`src/rtl/ic_req_router.sv`:
```
// ic_req_router: routes CPU requests to one of four address regions, one transaction in flight.
// Unmapped addresses are granted locally and answered with an error response.
module ic_req_router #(
    parameter logic [127:0] BASES = 128'h4000_0000_2000_0000_1000_0000_0000_0000,
    parameter logic [127:0] MASKS = 128'hFFFF_0000_FFFF_0000_FFF0_0000_FFFF_0000
) (
    input  logic         g_clk,
    input  logic         g_reset,
    input  logic         cpu_req,
    output logic         cpu_gnt,
    input  logic         cpu_wen,
    input  logic [3:0]   cpu_strb,
    input  logic [31:0]  cpu_addr,
    input  logic [31:0]  cpu_wdata,
    output logic         cpu_recv,
    input  logic         cpu_ack,
    output logic         cpu_error,
    output logic [31:0]  cpu_rdata,
    output logic [3:0]   periph_req,
    input  logic [3:0]   periph_gnt,
    output logic         periph_wen,
    output logic [3:0]   periph_strb,
    output logic [31:0]  periph_addr,
    output logic [31:0]  periph_wdata,
    input  logic [3:0]   periph_recv,
    output logic [3:0]   periph_ack,
    input  logic [3:0]   periph_error,
    input  logic [127:0] periph_rdata
);
    typedef enum logic [1:0] {IDLE, OUTST, ERR} state_t;
    state_t     state_q, state_d;
    logic [1:0] sel_q, sel_d, dsel;
    logic [3:0] hit;
    logic       miss, outst, err, rsp_done, can_issue;

    // descending scan leaves the lowest matching region in dsel
    always_comb begin
        hit  = '0;
        dsel = 2'd0;
        for (int i = 3; i >= 0; i--) begin
            hit[i] = (cpu_addr & MASKS[32*i +: 32]) == BASES[32*i +: 32];
            if (hit[i]) dsel = 2'(i);
        end
    end

    assign miss      = ~|hit;
    assign outst     = state_q == OUTST;
    assign err       = state_q == ERR;
    assign rsp_done  = cpu_ack && ((outst && periph_recv[sel_q]) || err);
    assign can_issue = state_q == IDLE || rsp_done;

    assign periph_req = (cpu_req && can_issue && !miss) ? 4'b1 << dsel : 4'b0;
    assign cpu_gnt    = cpu_req && can_issue && (miss || periph_gnt[dsel]);
    assign cpu_recv   = (outst && periph_recv[sel_q]) || err;
    assign cpu_error  = err || (outst && periph_error[sel_q]);
    assign cpu_rdata  = outst ? periph_rdata[32*sel_q +: 32] : 32'b0;
    assign periph_ack = (cpu_ack && outst) ? 4'b1 << sel_q : 4'b0;

    assign periph_wen   = cpu_wen;
    assign periph_strb  = cpu_strb;
    assign periph_addr  = cpu_addr;
    assign periph_wdata = cpu_wdata;

    assign state_d = cpu_gnt ? (miss ? ERR : OUTST) : rsp_done ? IDLE : state_q;
    assign sel_d   = (cpu_gnt && !miss) ? dsel : sel_q;

    always_ff @(posedge g_clk or posedge g_reset) begin
        if (g_reset) begin
            state_q <= IDLE;
            sel_q   <= 2'd0;
        end else begin
            state_q <= state_d;
            sel_q   <= sel_d;
        end
    end
endmodule
```
`config.mk`:
```
export PLATFORM = sky130hd
export DESIGN_NAME = ic_req_router
export DESIGN_NICKNAME = d
export VERILOG_FILES = /design/src/rtl/ic_req_router.sv
export SDC_FILE = /design/constraint.sdc
export NUM_CORES = 1
export LEC_CHECK = 0
export BUFFER_PORTS_ARGS = -buffer_cell sky130_fd_sc_hd__buf_2
export CORE_AREA = 5 5 122 124
export DETAILED_ROUTE_END_ITERATION = 12
export DIE_AREA = 0 0 127 129
export HOLD_SLACK_MARGIN = 0.08
export PLACE_DENSITY_LB_ADDON = 0.05
export SLEW_MARGIN = 20
export SYNTH_ARGS = -nofsm -noshare
export SYNTH_HDL_FRONTEND = slang
export SYNTH_SLANG_ARGS = --single-unit
```
`constraint.sdc`:
```
create_clock -name g_clk -period 2.3 [get_ports g_clk]
set_input_delay 0.23 -clock g_clk [delete_from_list [all_inputs] [get_ports g_clk]]
set_output_delay 0.23 -clock g_clk [all_outputs]
set_load 0.05 [all_outputs]
```
# Word level (Yosys, flattened, before mapping)
# Cells that the tools add are included.
# Widths: inputs -> output; s select.
[classes]
shifts = 3
eq_ne = 5
magnitude_cmp = 2
n_reduce_logical = 17
muxes = 16
[ops]
columns = ["operator", "count"]
rows = [
  ["$shiftx 128x8->32", 1],
  ["$logic_not 32->1", 1],
  ["$mux 32", 1],
  ["$eq 16x14->1 const B", 1],
  ["$eq 16x15->1 const B", 1],
  ["$mux 2", 7],
  ["$eq 12x9->1 const B", 1],
  ["$logic_and 1x1->1", 8],
  ["$mux 4", 2],
  ["$shl 1x2->4 const A", 2],
  ["$bmux 1 s2", 3],
  ["$lt 2x3->1 const B", 2],
  ["$logic_or 1x1->1", 4],
  ["$reduce_or 4->1", 1],
  ["$mux 1", 3],
  ["$eq 2x1->1 const B", 1],
  ["$eq 2x2->1 const B", 1],
  ["$logic_not 2->1", 1],
  ["$reduce_bool 2->1", 1],
  ["$logic_not 1->1", 1],
]
[word_totals]
register_bits = 4
word_cells = 45
output_inout_bits = 112

# Depth between registers and ports, before layout
[depth]
depth_word = 10
ltp_mapped = 7
mapped_depth_nobuf = 6

# Worst setup path after synthesis
# OpenSTA, ideal clock, no wires.
[synth_path]
kind = "in2out"
start = "in cpu_addr[17]"
end = "out periph_req[0]"
t_required_ns = 2.070
setup_slack_ns = -0.156
arrival_time_ns = 2.226
path_stages = 4
n_path_buf = 0
cell_sequence = "or4_4 > nor3_1 > nand3_1 > nor3_1"
[synth_via]
elab_chain_len = 7
word_cells_on_any_way = 11
classes_between = "eq/ne: 2; shift: 1; mux: 5; reduce/logical: 3"
[synth_rtl]
columns = ["item", "line_no", "text"]
rows = [
  ["from (decl)", "13", "input logic [31:0] cpu_addr,"],
  ["$eq 16x15->1", "41", "hit[i] = (cpu_addr & MASKS[32*i +: 32]) == BASES[32*i +: 32];"],
  ["$mux 2 (4 in series)", "42", "if (hit[i]) dsel = 2'(i);"],
  ["$shl 1x2->4", "52", "assign periph_req = (cpu_req && can_issue && !miss) ? 4'b1 << dsel : 4'b0;"],
  ["$mux 4 *", "52", ""],
  ["to (decl)", "19", "output logic [3:0] periph_req,"],
]
# Mark *: on every way between the ends. The rest lies on a longest branch, timed or not.

# Worst setup path in the final report
[layout_path]
start = "in cpu_addr[17]"
end = "out cpu_gnt"
[layout_via]
elab_chain_len = 9
word_cells_on_any_way = 13
classes_between = "eq/ne: 2; mux: 6; reduce/logical: 5"
[layout_rtl]
columns = ["item", "line_no", "text"]
rows = [
  ["$eq 16x15->1", "41", ""],
  ["$mux 2 (4 in series)", "42", ""],
  ["$bmux 1 s2", "53", "assign cpu_gnt = cpu_req && can_issue && (miss || periph_gnt[dsel]);"],
  ["$mux 1 (implied by the code)", "53", ""],
  ["$logic_or 1x1->1 *", "53", ""],
  ["$logic_and 1x1->1 *", "53", ""],
  ["to (decl)", "10", "output logic cpu_gnt,"],
]
# Mark *: on every way between the ends. The rest lies on a longest branch, timed or not. The select of a mux whose other input is x is not followed.

==> impl_metrics.env <==
export IMPL_setup_violations=0
export IMPL_worstSetupPathType="primary input to primary output"
export IMPL_relSlewSlack_pct=63.6
export IMPL_fin_tns_setup_ps=0
export IMPL_grt_pass1_vias=2430
export IMPL_core_um2=13700
export IMPL_dp_cells=542
export IMPL_firstDrtPassIters=4
export IMPL_grt_ovfl_total=0
export IMPL_worstHoldStart="cpu_ack"
export IMPL_place_ws_ps=67.1
export IMPL_die_x_um=127
export IMPL_die_area_um2=16400
export IMPL_slew_violations=0
export IMPL_htree_levels=1
export IMPL_place_congestion=0.780
export IMPL_synth_distinct_cells=33
export IMPL_max_freq_mhz=458
export IMPL_drive_gt1_share_pct=75.5
export IMPL_finalWirelength_mm=9.03
export IMPL_grt_max_degree=38
export IMPL_clk_pin_slew_ps=30
export IMPL_setup_ws_ps=117
export IMPL_cpPeakStageDelay_ps=570
export IMPL_muxShareOfSynthArea_pct=37.7
export IMPL_hold_viol=0
export IMPL_start_util_pct=14.9
export IMPL_cts_sinks=4
export IMPL_dpl_hpwl_mm=7.88
export IMPL_instances_no_fill=549
export IMPL_r2r_end="sel_q[0]"
export IMPL_via_count=2267
export IMPL_yosysWarnings=0
export IMPL_die_y_um=129
export IMPL_power_leakage_nw=1.48
export IMPL_synth_adder_area_share_pct=0
export IMPL_grt_total_usage_pct=10.4
export IMPL_hold_end="state_q[1]"
export IMPL_ys_seq_area_share_pct=4.93
export IMPL_wl_per_cell_um=16.5
export IMPL_rr_worst_depth=7
export IMPL_synth_top_family_by_area="multiplexers"
export IMPL_fin_hold_ws_ps=386
export IMPL_hold_class="primary input to flop"
export IMPL_worstPathRequired_ps=2070
export IMPL_area_growth_pct=48.1
export IMPL_final_util_pct=22.0
export IMPL_rows=43
export IMPL_clock_latency_ps=230
export IMPL_startpoint_type="primary input"
export IMPL_synth_cells=215
export IMPL_ir_drop_mv=0.207
export IMPL_critPathMaxFanout=4
export IMPL_worstPathCellList="buf_2, or4_4, a211o_1, a21o_1, a211oi_1, nor2_1, buf_4"
export IMPL_drc=0
export IMPL_boundaryPins=325
export IMPL_clockRootBuffer="clkbuf_16"
export IMPL_r2r_start="sel_q[0]"
export IMPL_nets=582
export IMPL_powerDensity_nw_per_um2=433
export IMPL_synth_seq_cells=4
export IMPL_end_kind="primary output"
export IMPL_synthesis_nets=428
export IMPL_drt_initial_drc_count=76
export IMPL_numPortBuffers=218
export IMPL_synthSimpleGateAreaFrac_pct=22.3
export IMPL_fillCellCount=1567
export IMPL_syn_avg_cell_area_um2=9.45
export IMPL_antenna_found_initial=0
export IMPL_finClkSkew_ps=0.638
export IMPL_period_share_pct=94.9
export IMPL_maxCapViolations=0
export IMPL_cts_buffers=3
export IMPL_outcome="completed"
export IMPL_cts_tree="yes"
export IMPL_syn_cell_area_um2=2030
export IMPL_antenna_left=0
export IMPL_crit_arrival_ps=1950
export IMPL_ff2ff_setup_slack_ps=190
export IMPL_clockBufferDepth=2
export IMPL_synth_compound_area_share_pct=6.28
export IMPL_grt_pass1_wl_mm=13.5
export IMPL_tightest_slew_ps=546
export IMPL_synth_xor_xnor_area_share_pct=0
export IMPL_slowest_stage="or4_4"
export IMPL_fin_crit_ps=2180
export IMPL_rsz0062_at_grt="no"
export IMPL_vias_per_cell=4.13
export IMPL_min_path_cells=4
## critical path: cells and delay by family
family / cells / cell delay, ps
compound gates: 3 / 750
simple gates: 2 / 660
buf+inv: 2 / 310
## cell type report
class                      count  area [um2]  share of cell area [%]
inverter                       3        11.3                   0.374
tap                          180         225                    7.49
sequential                     4         103                    3.41
multi-input combinational    126        1370                    45.6
clock buffer                   4        78.8                    2.62
antenna                        1        2.50                  0.0832
timing repair buffer         231        1220                    40.4
## Yosys cell counts
library cell  number  area (um2)
buf_4             69         518
mux4_2            34         766
and2_1            33         206
nand2_1            9        33.8
clkbuf_1           7        26.3
nor2_1             7        26.3
nor3_1             6        30.0
buf_2              5        25.0
nor2b_1            5        31.3
dfrtp_1            4         100
nand2b_1           4        25.0
inv_1              3        11.3
nand3_1            3        15.0
a211oi_1           2        15.0
a21o_1             2        15.0
nor4_1             2        12.5
o21ai_0            2        10.0
o21ai_1            2        10.0
o41ai_1            2        17.5
a211o_1            1        8.76
a21oi_1            1        5.00
a22oi_1            1        7.51
a2bb2oi_1          1        8.76
buf_1              1        3.75
nand3b_1           1        7.51
nor4_4             1        21.3
nor4b_2            1        15.0
o211ai_1           1        7.51
o22ai_1            1        6.26
o41ai_2            1        16.3
or3_1              1        6.26
or3_4              1        11.3
or4_4              1        11.3
## layout by cell type, fill, tap and decap left out, types with 2 or more instances in the layout
cell and n:
and2_1 33, o41ai_1 2, clkbuf_16 3, o21ai_0 2, nand3_1 3, dfrtp_2 2
nand2b_1 4, o21ai_1 2, inv_1 3, a21o_1 2, a211oi_1 2, nor2b_1 4
dfrtp_1 2, mux4_2 34, nor2_1 7, buf_4 11, buf_2 216, nand2_1 9
nor3_1 4, buf_6 2
## state kept, by name, summed over array words and instances (netlist names)
name / cells
state_q: 2
sel_q: 2
## layer usage
layer  vias up  routed length, um  global-route usage [%]
li1       1023                  -                       -
met1      1066               3440                    12.4
met2       173               4560                    18.7
met3         5                995                    3.32
met4         0                 42                    1.39
met5         -                  0                       0
## stage by stage
stage                     instance area [um2]  total power, mW
after floorplan                          2040            0.959
after global placement                   2880             1.03
after detailed placement                 2880             1.03
after CTS                                2970             1.32
after global routing                     3010             1.38
final                                    3010             1.30
## how the worst max path moves through the flow
stage | start | end | slack (ps)
6_report | cpu_addr[17] | cpu_gnt | 120
5_1_grt | sel_q[0] | sel_q[0] | 1
4_1_cts | sel_q[0] | periph_req[1] | 30
3_5_place_dp | cpu_addr[17] | sel_q[0] | 70
3_3_place_gp | cpu_addr[17] | cpu_gnt | 40
2_1_floorplan | sel_q[0] | periph_ack[1] | 20
## cells by family (layout without fill, tap and decap cells)
logic type / Yosys count / in the layout
AOI/OAI and AO/OA: 17 / 17
DFF: 4 / 4
and+or+nand+nor: 75 / 75
other: 0 / 1
muxes: 34 / 34
buffers and inverters: 85 / 238
## report_power, final
part	switching, mW	leakage, nW	internal, mW
registers	0.0155	0.0490	0.0836
logic	0.610	1.39	0.309
clock network	0.0558	0.0382	0.230
total	0.681	1.48	0.622
## what timing repair did
| item | 4_1_cts | 5_1_grt |
|---|---|---|
| endpoints found under the setup margin | 0 | 3 |
| hold buffers | 1 | 0 |
| setup buffers | 0 | 1 |
| hold endpoints to repair | 4 | 0 |
| resized for setup | 0 | 8 |
No activity file was read; power rests on OpenSTA's default activity.
